### src/rtl/locker_slot_manager_if.sv
// Panel/display bus for locker_slot_manager.
//   master : panel side; drives req_store, req_fetch and code_in, reads status.
//   slave  : slot manager; reads requests, drives occupied, full, busy, done,
//            err, slot_idx, code_out, locked and fail_cnt.
interface locker_slot_manager_if;
  logic        req_store;
  logic        req_fetch;
  logic [15:0] code_in;
  logic [15:0] occupied;
  logic        full;
  logic        busy;
  logic        done;
  logic        err;
  logic [3:0]  slot_idx;
  logic [15:0] code_out;
  logic        locked;
  logic [1:0]  fail_cnt;

  modport master (
    output req_store, req_fetch, code_in,
    input  occupied, full, busy, done, err, slot_idx, code_out, locked, fail_cnt
  );

  modport slave (
    input  req_store, req_fetch, code_in,
    output occupied, full, busy, done, err, slot_idx, code_out, locked, fail_cnt
  );
endinterface

### src/rtl/locker_slot_manager.sv
// Compartment allocation and pickup-code controller for the express box.
// Stores take the lowest free compartment and issue an LFSR pickup code in one
// cycle; fetches scan the 16 stored codes one slot per cycle and free the
// lowest matching occupied compartment.
// Ports:
//   clk     : system clock
//   restart : synchronous active-high reset
//   bus     : locker_slot_manager_if.slave (requests in, status out)
// Build option: define LOCKOUT_EN to enable the LOCK state (MAX_FAIL
// consecutive misses lock the panel for LOCK_CYCLES clocks). Without it,
// fail_cnt saturates at 3 and locked is tied low.
module locker_slot_manager #(
  parameter int unsigned NSLOT       = 16,
  parameter int unsigned MAX_FAIL    = 3,
  parameter int unsigned LOCK_CYCLES = 50000000,
  parameter logic [15:0] LFSR_SEED   = 16'hACE1
) (
  input logic                   clk,
  input logic                   restart,
  locker_slot_manager_if.slave  bus
);

  if (LFSR_SEED == 16'h0000 || MAX_FAIL == 0 || MAX_FAIL > 3 || LOCK_CYCLES == 0 || NSLOT != 16) begin : g_cfg_err
    $error("locker_slot_manager: invalid parameter set");
  end

`ifdef LOCKOUT_EN
  localparam int unsigned LCW = (LOCK_CYCLES > 1) ? $clog2(LOCK_CYCLES) : 1;
  typedef enum logic [1:0] {S_IDLE, S_SCAN, S_LOCK} state_t;
  logic [LCW-1:0] lock_cnt_q, lock_cnt_d;
  logic           locked_q;
`else
  typedef enum logic {S_IDLE, S_SCAN} state_t;
`endif

  state_t      state_q, state_d;
  logic [15:0] occ_q, occ_d;
  logic [15:0] lfsr_q, lfsr_d;
  logic [15:0] key_q, key_d;
  logic [3:0]  idx_q, idx_d;
  logic [1:0]  fail_q, fail_d;
  logic [3:0]  slot_q, slot_d;
  logic [15:0] code_out_q, code_out_d;
  logic        done_q, done_d;
  logic        err_q, err_d;
  logic        busy_q, full_q;
  logic [15:0] mem_q [NSLOT];
  logic        mem_we;
  logic [3:0]  free_idx;
  logic [15:0] lfsr_next;

  // Descending loop so the lowest free index is the one that sticks.
  always_comb begin
    free_idx = '0;
    for (int unsigned i = NSLOT; i > 0; i--) begin
      if (!occ_q[i-1]) free_idx = 4'(i - 1);
    end
  end

  // Right-shift Fibonacci form of taps 16,14,13,11.
  assign lfsr_next = {lfsr_q[0] ^ lfsr_q[2] ^ lfsr_q[3] ^ lfsr_q[5], lfsr_q[15:1]};

  always_comb begin
    state_d    = state_q;
    occ_d      = occ_q;
    lfsr_d     = lfsr_q;
    key_d      = key_q;
    idx_d      = idx_q;
    fail_d     = fail_q;
    slot_d     = slot_q;
    code_out_d = code_out_q;
    done_d     = 1'b0;
    err_d      = 1'b0;
    mem_we     = 1'b0;
`ifdef LOCKOUT_EN
    lock_cnt_d = lock_cnt_q;
`endif
    unique case (state_q)
      S_IDLE: begin
        // Fetch has priority; a simultaneous store is dropped.
        if (bus.req_fetch) begin
          if (occ_q == '0) begin
            err_d = 1'b1;
          end else begin
            key_d   = bus.code_in;
            idx_d   = '0;
            state_d = S_SCAN;
          end
        end else if (bus.req_store) begin
          if (occ_q == '1) begin
            err_d = 1'b1;
          end else begin
            occ_d[free_idx] = 1'b1;
            mem_we          = 1'b1;
            slot_d          = free_idx;
            code_out_d      = lfsr_q;
            done_d          = 1'b1;
            lfsr_d          = lfsr_next;
          end
        end
      end
      S_SCAN: begin
        if (occ_q[idx_q] && mem_q[idx_q] == key_q) begin
          occ_d[idx_q] = 1'b0;
          slot_d       = idx_q;
          done_d       = 1'b1;
          fail_d       = '0;
          state_d      = S_IDLE;
        end else if (idx_q == 4'(NSLOT - 1)) begin
          err_d   = 1'b1;
          state_d = S_IDLE;
`ifdef LOCKOUT_EN
          fail_d = fail_q + 2'd1;
          if ({1'b0, fail_q} + 3'd1 == 3'(MAX_FAIL)) begin
            state_d    = S_LOCK;
            lock_cnt_d = '0;
          end
`else
          if (fail_q != '1) fail_d = fail_q + 2'd1;
`endif
        end else begin
          idx_d = idx_q + 4'd1;
        end
      end
`ifdef LOCKOUT_EN
      S_LOCK: begin
        if (lock_cnt_q == LCW'(LOCK_CYCLES - 1)) begin
          state_d = S_IDLE;
          fail_d  = '0;
        end else begin
          lock_cnt_d = lock_cnt_q + 1'b1;
        end
      end
`endif
      default: state_d = S_IDLE;
    endcase
  end

  always_ff @(posedge clk) begin
    if (restart) begin
      state_q    <= S_IDLE;
      occ_q      <= '0;
      lfsr_q     <= LFSR_SEED;
      key_q      <= '0;
      idx_q      <= '0;
      fail_q     <= '0;
      slot_q     <= '0;
      code_out_q <= '0;
      done_q     <= 1'b0;
      err_q      <= 1'b0;
      busy_q     <= 1'b0;
      full_q     <= 1'b0;
    end else begin
      state_q    <= state_d;
      occ_q      <= occ_d;
      lfsr_q     <= lfsr_d;
      key_q      <= key_d;
      idx_q      <= idx_d;
      fail_q     <= fail_d;
      slot_q     <= slot_d;
      code_out_q <= code_out_d;
      done_q     <= done_d;
      err_q      <= err_d;
      busy_q     <= (state_d != S_IDLE);
      full_q     <= (occ_d == '1);
    end
  end

  // Code memory is not reset; occupancy gates every comparison.
  always_ff @(posedge clk) begin
    if (!restart && mem_we) mem_q[free_idx] <= lfsr_q;
  end

`ifdef LOCKOUT_EN
  always_ff @(posedge clk) begin
    if (restart) begin
      lock_cnt_q <= '0;
      locked_q   <= 1'b0;
    end else begin
      lock_cnt_q <= lock_cnt_d;
      locked_q   <= (state_d == S_LOCK);
    end
  end
  assign bus.locked = locked_q;
`else
  assign bus.locked = 1'b0;
`endif

  assign bus.occupied = occ_q;
  assign bus.full     = full_q;
  assign bus.busy     = busy_q;
  assign bus.done     = done_q;
  assign bus.err      = err_q;
  assign bus.slot_idx = slot_q;
  assign bus.code_out = code_out_q;
  assign bus.fail_cnt = fail_q;

endmodule

### src/flat_wrapper.sv
// flat-port wrapper written by rule: the top's interface ports become plain ports
module locker_slot_manager_flat 
#(
  parameter int unsigned NSLOT       = 16,
  parameter int unsigned MAX_FAIL    = 3,
  parameter int unsigned LOCK_CYCLES = 50000000,
  parameter logic [15:0] LFSR_SEED   = 16'hACE1
)
  (clk, restart, bus_req_store, bus_req_fetch, bus_code_in, bus_occupied, bus_full, bus_busy, bus_done, bus_err, bus_slot_idx, bus_code_out, bus_locked, bus_fail_cnt);
  locker_slot_manager_if bus_i ();
  input logic clk;
  input logic restart;
  input wire logic [$bits(bus_i.req_store)-1:0] bus_req_store;
  input wire logic [$bits(bus_i.req_fetch)-1:0] bus_req_fetch;
  input wire logic [$bits(bus_i.code_in)-1:0] bus_code_in;
  output wire logic [$bits(bus_i.occupied)-1:0] bus_occupied;
  output wire logic [$bits(bus_i.full)-1:0] bus_full;
  output wire logic [$bits(bus_i.busy)-1:0] bus_busy;
  output wire logic [$bits(bus_i.done)-1:0] bus_done;
  output wire logic [$bits(bus_i.err)-1:0] bus_err;
  output wire logic [$bits(bus_i.slot_idx)-1:0] bus_slot_idx;
  output wire logic [$bits(bus_i.code_out)-1:0] bus_code_out;
  output wire logic [$bits(bus_i.locked)-1:0] bus_locked;
  output wire logic [$bits(bus_i.fail_cnt)-1:0] bus_fail_cnt;
  assign bus_i.req_store = bus_req_store;
  assign bus_i.req_fetch = bus_req_fetch;
  assign bus_i.code_in = bus_code_in;
  assign bus_occupied = bus_i.occupied;
  assign bus_full = bus_i.full;
  assign bus_busy = bus_i.busy;
  assign bus_done = bus_i.done;
  assign bus_err = bus_i.err;
  assign bus_slot_idx = bus_i.slot_idx;
  assign bus_code_out = bus_i.code_out;
  assign bus_locked = bus_i.locked;
  assign bus_fail_cnt = bus_i.fail_cnt;
  locker_slot_manager #(.NSLOT(NSLOT), .MAX_FAIL(MAX_FAIL), .LOCK_CYCLES(LOCK_CYCLES), .LFSR_SEED(LFSR_SEED)) u_core (.clk(clk), .restart(restart), .bus(bus_i));
endmodule
### config.mk
export PLATFORM = sky130hd
export DESIGN_NAME = locker_slot_manager_flat
export DESIGN_NICKNAME = d
export VERILOG_FILES = /design/src/rtl/locker_slot_manager_if.sv /design/src/rtl/locker_slot_manager.sv /design/src/flat_wrapper.sv
export SDC_FILE = /design/constraint.sdc
export NUM_CORES = 1
export LEC_CHECK = 0
export CORE_UTILIZATION = 60
export CTS_CLUSTER_DIAMETER = 120
export DETAILED_ROUTE_END_ITERATION = 8
export GPL_TIMING_DRIVEN = 0
export PLACE_DENSITY = 0.91
export SLEW_MARGIN = 10
export SYNTH_ARGS = -nofsm -noshare
export SYNTH_HDL_FRONTEND = slang
export SYNTH_SLANG_ARGS = --single-unit
### constraint.sdc
create_clock -name clk -period 9.35 [get_ports clk]
set_clock_uncertainty 0.15 [all_clocks]
set_input_delay 1.4025 -clock clk [delete_from_list [all_inputs] [get_ports clk]]
set_output_delay 1.4025 -clock clk [all_outputs]
set_load 0.1 [all_outputs]
==> results.md, run 1 <==
- Following the worst setup path forward leads to its endpoint at u_core.bus.occupied[0].
- The top flip-flop cell by instance count after synthesis is sky130_fd_sc_hd__edfxtp_1.
- The slack of the worst reg-to-reg path is 4.65 ns.
- For this block, wires on met1 add up to 13700 um.
- The cell leakage power is approximately 5.2 nW.
- The number of antenna violations at the first check in global routing was 0.
- The highest metal layer carrying signal wires in the routed design is met4.
- For this run, the total global-route usage over all layers was measured as 33.0%.
- The sequential fraction of design power is 51.1%.
- The detailed-router iteration count before antenna repair is 8.
- The longest individual stage delay on the worst path is around 0.75 ns.
- The cell chosen for the clock root is sky130_fd_sc_hd__clkbuf_16.
- The number of cells on the worst reg-to-reg path is 12.
- The max-cap violation count is 0.
- Yosys mapped a number of flops with a built-in enable equal to 256.
- The gate count after technology mapping is 873.
- The net count of the mapped netlist is roughly 900.
- The capture point of the worst reg-to-reg path is u_core.bus.occupied[0].
- Summed over all nets, the switching power comes to 0.731 mW.
- The area of the die is 0.0234 mm^2.
- The final sum of negative setup slack is 0 ns.
- The number of port buffers is ~60.
- The flow ran to the end, and the final reports show no timing, DRC or antenna violations.
- In the detailed route, the total length drawn on met2 is 18000 um.
- In this run, post-CTS repair resized a total of 0 instances.
- After detailed routing, the number of remaining DRC violations is 0.
- The DRC violation total after the first TritonRoute iteration is 1261.
- The wire-length estimate of the detail-placed layout is 24700 um.
- Synthesis instantiated 68 different standard cells from the library.
- Setup violations remaining at the end of the flow were counted as 0.
- Along the worst path, the maximum fanout reaches 10.
- The number of failing hold endpoints at the final stage is 0.
- VDD sags by at most 0.000132 V.
- The overflow left after global routing is 0.
- After the last flow step, the layout net total stands at 1015.
- The area of the core is 0.0221 mm^2.
- In this run the vertical extent of the chip is around 150 um.
- The final weighted congestion in routability-driven placement is 0.931.
- The count of state elements after synthesis is between 300 and 400.
- In the detailed route, the total length drawn on met3 is 4520 um.
- The effective utilization at floorplan is about three fifths.
- Counting instances, the worst hold path has a depth of 2.
- The switching share of power is a little under a quarter.
- Walking the worst path, the cells encountered are buf_6 > buf_8 > buf_2 > buf_2 > mux2i_1 > xor2_1 > nand3_1 > o32ai_1 > nand4_4 > nor3_4 > or3b_1 > o21a_1.
- The mean cell area of the mapped netlist is 15.6 um^2.
- The repair_antennas step left the layout with diodes totalling 0.
- The pin slew with the least headroom to its limit is 1.04 ns.
- The global-route wire length before repair is 55700 um.
- The kind of start point of the critical path is a flip-flop.
- The clock passes through at most 3 buffers.
- The worst path needs 4.70 ns of the cycle, external delays included.
- The H-tree was split into 2 levels.
- The clock reaches the later pin of the worst-skew pair after 0.53 ns.
- Setup repair after global routing left no endpoint under its margin.
- The internal portion of the total power is 2.46 mW.
- Static timing analysis puts the maximum clock frequency at between 200 and 250 MHz.
- The clock drives 330 sinks.
- The clock input transition at the sequential cells of the worst setup and hold paths is 0.06 ns.
- The path class of the tightest hold or removal check is reg -> reg.
- The number of global-route vias before repair came to 9015.
- The required time of the critical path is 9.60 ns.
- Data on the critical path arrives at its endpoint at 4.95 ns.
- The share of cells above drive strength 1 is between 10% and 20%.
- The cell area that synthesis handed to floorplanning was 0.0137 mm^2.
- The most numerous cell type found on the critical path is sky130_fd_sc_hd__buf_2.
- The family with the most delay on the worst path is buffers and inverters.
- The worst setup path is of the reg -> reg kind.
- Counting flops with an async set or reset pin after synthesis yields a share of 0%.
- The final layout contains routed wiring with a total length of 37900 um.
- Measured along the x axis, the die boundary spans 153 um.
- The number of placed I/O pins is 63.
- The CTS buffer count is 34.
- The slowest cell on the critical path is sky130_fd_sc_hd__o32ai_1.
- TritonCTS built the clock tree.
- Leaving out filler cells and counting taps, the final layout contains 1296.
- The count of nets left with antenna violations once routing finished came out at 0.
- Of the post-synthesis cell area, the dominant cell type holds 56.3%.
- The number of max-slew violations in the final report is 0.
- The area growth from synthesis to layout is 17.7%.
- The biggest area contributor in the post-synthesis netlist is sky130_fd_sc_hd__edfxtp_1.
- The final critical path takes up between 50% and 60% of the cycle.
- The synthesis warning total is 0.
- The worst-case headroom to the max-slew limit is 30.7%.
- The number of instances in the placed design is around 1200.
- The power share of the clock group is 42.8%.
- The total power per unit cell area is 199 mW/mm^2.
- The number of placement rows is between 50 and 60.
- Entering global routing, the biggest net connects 21 pins.
- Combinational cells account for between 6 and 7% of the total power.
- In the post-synthesis netlist, the biggest area contributors are sky130_fd_sc_hd__edfxtp_1 (56%), sky130_fd_sc_hd__dfxtp_1 (11%), sky130_fd_sc_hd__mux4_2 (9.6%).
- After detailed routing, the average wire length per cell comes to 29.2 um.
- Buffers added to address setup during post-CTS repair amount to 0.
- The number of buffers inserted by hold repair at cts is 0.
- The routed via count is between 8000 and 9000.
- The type of element capturing the critical path is a flip-flop.
- Counting buffers and inverters, the worst setup path is 12 cells deep.
- The share of the Yosys chip area taken by registers is 67.2%.
- The via density per instance is ~7.
- The count of buffer and inverter cells on the critical path is 4.
- The fill cell instance count of the final layout is 1288.
- After layout, the design draws a total of 3.19 mW.
## sequential cells by signal, summed over array words and instances, names as in the netlist, named ones only
name	cells
u_core.bus.full	1
u_core.bus.occupied	16
u_core.bus.fail_cnt	2
u_core.mem_q	256
u_core.bus.code_out	15
u_core.bus.slot_idx	4
u_core.idx_q	4
u_core.key_q	16
u_core.bus.done	1
u_core.lfsr_q	9
u_core.state_q	1
u_core.bus.err	1
## how the worst min path moves through the flow
stage,end,start
floorplan,u_core.key_q[11],u_core.key_q[11]
global placement,u_core.bus.code_out[6],u_core.bus.code_out[6]
detailed placement,u_core.bus.code_out[8],u_core.bus.code_out[8]
CTS,u_core.bus.code_out[6],u_core.bus.code_out[6]
global route,u_core.bus.code_out[7],u_core.bus.code_out[7]
finish,u_core.bus.code_out[0],u_core.bus.code_out[0]
## cells in the final DEF (no fill, tap or decap), types with 6 or more instances in the layout
| cell | instances |
|---|---|
| sky130_fd_sc_hd__o21a_1 | 10 |
| sky130_fd_sc_hd__inv_1 | 15 |
| sky130_fd_sc_hd__nand2_1 | 69 |
| sky130_fd_sc_hd__a21oi_1 | 38 |
| sky130_fd_sc_hd__xnor2_1 | 14 |
| sky130_fd_sc_hd__buf_6 | 13 |
| sky130_fd_sc_hd__nor4_1 | 8 |
| sky130_fd_sc_hd__buf_8 | 10 |
| sky130_fd_sc_hd__buf_4 | 19 |
| sky130_fd_sc_hd__mux4_2 | 58 |
| sky130_fd_sc_hd__clkdlybuf4s50_1 | 61 |
| sky130_fd_sc_hd__nand3_1 | 17 |
| sky130_fd_sc_hd__clkbuf_1 | 33 |
| sky130_fd_sc_hd__nor2_2 | 12 |
| sky130_fd_sc_hd__mux4_1 | 8 |
| sky130_fd_sc_hd__a31oi_1 | 11 |
| sky130_fd_sc_hd__xor2_1 | 14 |
| sky130_fd_sc_hd__nand4_1 | 7 |
| sky130_fd_sc_hd__clkbuf_16 | 37 |
| sky130_fd_sc_hd__a211oi_1 | 9 |
| sky130_fd_sc_hd__o21ai_0 | 6 |
| sky130_fd_sc_hd__mux2_2 | 6 |
| sky130_fd_sc_hd__edfxtp_1 | 256 |
| sky130_fd_sc_hd__mux2i_1 | 47 |
| sky130_fd_sc_hd__nor3_1 | 12 |
| sky130_fd_sc_hd__nor2b_1 | 8 |
| sky130_fd_sc_hd__nor2_1 | 51 |
| sky130_fd_sc_hd__dfxtp_1 | 74 |
## layout make-up
| class | instances | area [um^2] | share of cell area [%] |
|---|---|---|---|
| buffer | 55 | 327 | 2.03 |
| clock buffer | 49 | 1020 | 6.35 |
| clock inverter | 13 | 116 | 0.724 |
| inverter | 17 | 63.8 | 0.397 |
| multi-input combinational | 471 | 4150 | 25.8 |
| sequential | 330 | 9170 | 57.1 |
| tap | 280 | 350 | 2.18 |
| timing repair buffer | 81 | 875 | 5.44 |
## synthesized netlist by cell type, drive strengths merged, types with 8 or more instances
library cell / number
nand3: 17
nor3: 17
clkbuf: 26
o21a: 10
a211oi: 9
mux4: 66
xor2: 14
buf: 29
dfxtp: 74
a31oi: 11
mux2i: 47
nor2b: 8
nor2: 63
inv: 16
nand4: 8
nand2: 69
a21oi: 38
nor4: 9
xnor2: 14
edfxtp: 256
## through the flow
| stage | hold WS [ns] | area (um^2) | setup WS, ns | utilization [%] |
|---|---|---|---|---|
| after floorplan | 0.331 | 13700 | 5.44 | - |
| after global placement | 0.301 | 14600 | 3.44 | 66.1 |
| after detailed placement | 0.300 | 14900 | 4.60 | 67.6 |
| after CTS | 0.314 | 16100 | 4.73 | 72.7 |
| after global routing | 0.341 | 16100 | 4.60 | 72.7 |
| final | 0.317 | 16100 | 4.65 | 72.7 |
## kinds of logic after synthesis
group,Yosys count,synth area share (%)
AO/OA/AOI/OAI,104,5.07
XOR/XNOR,28,1.80
adder cells (fa/ha/maj),6,0.532
buffers and inverters,72,2.86
flip-flops,330,67.2
multiplexers,119,15.1
other,1,0.0275
AND/OR/NAND/NOR,213,7.50
## power by group through the flow
stage	combinational, mW	clock (mW)	sequential (mW)
2_1_floorplan	0.104	0	1.68
3_5_place_dp	0.191	0	1.66
3_3_place_gp	0.183	0	1.66
4_1_cts	0.193	1.36	1.63
6_report	0.195	1.36	1.63
5_1_grt	0.204	1.41	1.63
## per-layer routing
metal	vias up	GRT usage (%)
met5	-	0
met1	4383	43.8
li1	3615	-
met3	141	6.04
met4	0	14.8
met2	770	53.8
## tightest hold or removal path: stages, from the launching register on
cell	delay [ns]
sky130_fd_sc_hd__dfxtp_1	0.32
sky130_fd_sc_hd__nand2_1	0.05
sky130_fd_sc_hd__a21oi_1	0.05
(Power assumes the default switching activity.)
==> inputs of run 2 (changes only) <==
- CORE_UTILIZATION: 60 -> 54
- PLACE_DENSITY: 0.91 -> 0.87
- clock period: 9.35 -> 4.03 ns (I/O delays scaled with it)
==> run 2 against run 1 <==
  * Register-to-register slack got worse by 4.5 ns
  * Non-clock buffer count decreased by 2
  * Die area increased by 11%
  * Via count decreased by 1.4%
  * Global-route usage decreased by 4.3 points
  * Clock power increased by 110%
  * Design area about the same
  * Critical path type unchanged
==> results.md, run 2 (synthesis gave the netlist of run 1 again) <==
- The pin slew with the least headroom to its limit came to 1.07 ns (was 1.04 ns).
- Cells traversed along the worst timing path: buf_6 > buf_8 > mux4_1 > mux2_2 > o2bb2ai_2 > xnor2_1 > nor4_4 > nand4_4 > nor3_4 > or3b_1 > o21a_1 (was buf_6 > buf_8 > buf_2 > buf_2 > mux2i_1 > xor2_1 > nand3_1 > o32ai_1 > nand4_4 > nor3_4 > or3b_1 > o21a_1).
- The capture point of the worst reg-to-reg path is u_core.bus.occupied[1] (was u_core.bus.occupied[0]).
- The number of port buffers is 61 (unchanged).
- The cell chosen for the clock root was sky130_fd_sc_hd__clkbuf_16 (unchanged).
- The type of the most critical hold path is reg -> reg (unchanged).
- The share of the cycle needed by the critical path after routing is 97.1% (was 50.2%).
- The total design power came to 7.14 mW (was 3.19 mW).
- The chip width was 161 um (was 153 um).
- The path type of the worst setup path is reg -> reg (unchanged).
- The type of element capturing the critical path is a flip-flop (unchanged).
- The final design utilization was 65.5% (was 72.7%).
- The total clock sinks came to 330 (unchanged).
- The worst-case headroom to the max-slew limit is 28.6% (was 30.7%).
- The total power per unit cell area was 445 mW/mm^2 (was 199 mW/mm^2).
- The combined global-route utilization of all metal layers is 28.7% (was 33.0%).
- The end of the critical path is u_core.bus.occupied[1] (was u_core.bus.occupied[0]).
- The total routed wirelength came to 36900 um (was 37900 um).
- The overflow left after global routing came to 0 (unchanged).
- The detailed-router iteration count before antenna repair came to 9 (was 8).
- The global-route wire length before repair is 54500 um (was 55700 um).
- The effective utilization at floorplan is 55.6% (was 61.8%).
- The required time of the critical path is 4.34 ns (was 9.60 ns).
- The maximum net fanout on the critical path is 10 (unchanged).
- The setup slack after placement came to -0.780 ns (was 4.60 ns).
- The area of the core is 0.0245 mm^2 (was 0.0221 mm^2).
- The count of endpoints failing setup in the final report is 0 (unchanged).
- The slack of the worst reg-to-reg path was 0.12 ns (was 4.65 ns).
- The worst IR drop on VDD is 0.000353 V (was 0.000132 V).
- The least setup slack across all paths after layout was 0.118 ns (was 4.65 ns).
- The routed via count is 8782 (was 8909).
- The detailed-placement wirelength estimate is 23500 um (was 24700 um).
- The number of cells traversed by the worst register-to-register path was 11 (was 12).
- The kind of start point of the critical path is a flip-flop (unchanged).
- The number of global-route vias before repair is 8767 (was 9015).
- The cell leakage power is 5.18 nW (was 5.23 nW).
- The number of non-filler instances in the completed layout is 1334 (was 1296).
- The max-cap violation count is 0 (unchanged).
- The final hold slack is 0.328 ns (was 0.317 ns).
- Leading cell types in the layout, fill and taps excluded: sky130_fd_sc_hd__edfxtp_1 (256), sky130_fd_sc_hd__dfxtp_1 (71), sky130_fd_sc_hd__nand2_1 (69) (was sky130_fd_sc_hd__edfxtp_1 (256), sky130_fd_sc_hd__dfxtp_1 (74), sky130_fd_sc_hd__nand2_1 (69)).
- The clock period minus final worst setup slack was 3.91 ns (was 4.70 ns).
- The maximum root-to-sink buffer count is 3 (unchanged).
- The fill cell instance count of the final layout is 1664 (was 1288).
- The number of nets in the layout came to 1010 (was 1015).
- The CTS buffer count was 31 (was 34).
- The number of buffers inserted by hold repair at cts was 0 (unchanged).
- The H-tree depth reported by CTS came to 1 (was 2).
- The highest attainable clock frequency is 256 MHz (was 213 MHz).
- The top register by number of flip-flops was u_core.mem_q (unchanged).
- The area of the die is 0.0259 mm^2 (was 0.0234 mm^2).
- The number of failing hold endpoints at the final stage came to 0 (unchanged).
- The number of placed I/O pins is 63 (unchanged).
- The height of the chip is 161 um (was 153 um).
- The remaining antenna violation count after routing is 0 (unchanged).
- The longest individual stage delay on the worst path is 0.58 ns (was 0.75 ns).
- The via density per instance is 6.58 (was 6.87).
- The family with the most delay on the worst path is simple AND/OR/NAND/NOR gates (was buffers and inverters).
- Outcome: finished, final reports clean (unchanged).
- The number of placement rows was 57 (was 54).
- The critical path depth in cells is 11 (was 12).
- The number of DRC violations after detailed routing is 0 (unchanged).
- The maximum number of pins on one net before global-route repair was 21 (unchanged).
- The post-synthesis to final-layout area growth is 17.7% (about the same).
- The number of instances in the placed design is 1276 (was 1234).
- The number of inserted diodes is 0 (unchanged).
- RSZ-0062 raised after global routing: no (unchanged).
- The routed wirelength normalized by instance count is 27.7 um (was 29.2 um).
- The commonest non-fill, non-tap cell in the layout is sky130_fd_sc_hd__edfxtp_1 (unchanged).
- The share of cells above drive strength 1 is 19.2% (was 18.7%).
- The endpoint arrival time on the critical path was 4.22 ns (was 4.95 ns).
- The count of buffer and inverter cells on the critical path is 2 (was 4).
- The number of max-slew violations in the final report is 0 (unchanged).
- The number of flip-flops under the largest register name came to 256 (unchanged).
- The clock tree from TritonCTS is yes (unchanged).
- The clock input transition at the sequential cells of the worst setup and hold paths was 0.07 ns (was 0.06 ns).
- The number of antenna violations at the first check in global routing is 0 (unchanged).
- The clock latency on the worst-skew pair is 0.58 ns (was 0.53 ns).
- The final weighted congestion in routability-driven placement was 0.918 (was 0.931).
- The DRC violation total after the first TritonRoute iteration was 1127 (was 1261).
- The slowest cell on the critical path was sky130_fd_sc_hd__mux4_1 (was sky130_fd_sc_hd__o32ai_1).
## run 2: worst register-to-register path, stage by stage, from the launching register on
cell and delay [ns]:
sky130_fd_sc_hd__dfxtp_2 0.44, sky130_fd_sc_hd__buf_6 0.23, sky130_fd_sc_hd__buf_8 0.20, sky130_fd_sc_hd__mux4_1 0.59, sky130_fd_sc_hd__mux2_2 0.29, sky130_fd_sc_hd__o2bb2ai_2 0.15
sky130_fd_sc_hd__xnor2_1 0.11, sky130_fd_sc_hd__nor4_4 0.46, sky130_fd_sc_hd__nand4_4 0.28, sky130_fd_sc_hd__nor3_4 0.25, sky130_fd_sc_hd__or3b_1 0.45, sky130_fd_sc_hd__o21a_1 0.21
## run 2: where the power goes
group / switching, mW / leakage [nW] / internal, mW / total, mW
Sequential: 0.0749 / 2.94 / 3.70 / 3.78
Clock: 1.28 / 0.498 / 1.63 / 2.91
Combinational: 0.300 / 1.74 / 0.159 / 0.459
Total: 1.65 / 5.18 / 5.49 / 7.14
## run 2: worst min-delay path by stage
| stage | start | endpoint | slack (ns) | cells after the start |
|---|---|---|---|---|
| 5_1_grt | u_core.bus.code_out[11] | u_core.bus.code_out[11] | 0.34 | 2 |
| 4_1_cts | u_core.bus.code_out[1] | u_core.bus.code_out[1] | 0.33 | 2 |
| 3_3_place_gp | u_core.bus.code_out[12] | u_core.bus.code_out[12] | 0.31 | 2 |
| 2_1_floorplan | u_core.key_q[11] | u_core.key_q[11] | 0.33 | 2 |
| 3_5_place_dp | u_core.bus.code_out[1] | u_core.bus.code_out[1] | 0.31 | 2 |
| 6_report | u_core.bus.code_out[11] | u_core.bus.code_out[11] | 0.33 | 2 |
## run 2: through the flow
stage / TNS [ns] / cell area (um^2)
floorplan: 0 / 13700
global placement: -159.18 / 14700
detailed placement: -15.98 / 15000
CTS: 0 / 16000
global route: 0 / 16100
finish: 0 / 16100
## run 2: cell type report
type | instances | area [um^2] | share of cell area, %
flip-flops and latches | 330 | 9170 | 57.1
multi-input cells | 471 | 4200 | 26.1
clock buffers | 46 | 906 | 5.64
repair buffers | 80 | 863 | 5.38
well taps | 324 | 405 | 2.52
plain buffers | 54 | 343 | 2.13
clock inverters | 12 | 108 | 0.670
inverters | 17 | 63.8 | 0.397
## run 2: metal layers
| layer | track usage, % | share of wire, % | vias to the layer above |
|---|---|---|---|
| met5 | 0 | 0 | - |
| met4 | 11.5 | 4.1 | 0 |
| met3 | 4.73 | 10 | 114 |
| met2 | 46.7 | 48 | 668 |
| met1 | 38.9 | 37 | 4404 |
| li1 | - | - | 3596 |
## run 2: repair_timing
action | 4_1_cts | 5_1_grt
hold endpoints to repair | 0 | 0
setup endpoints to repair | 34 | 23
buffers inserted | 1 | 0
pin swaps | 2 | 3
gates cloned | 0 | 0
gates resized for setup | 8 | 7
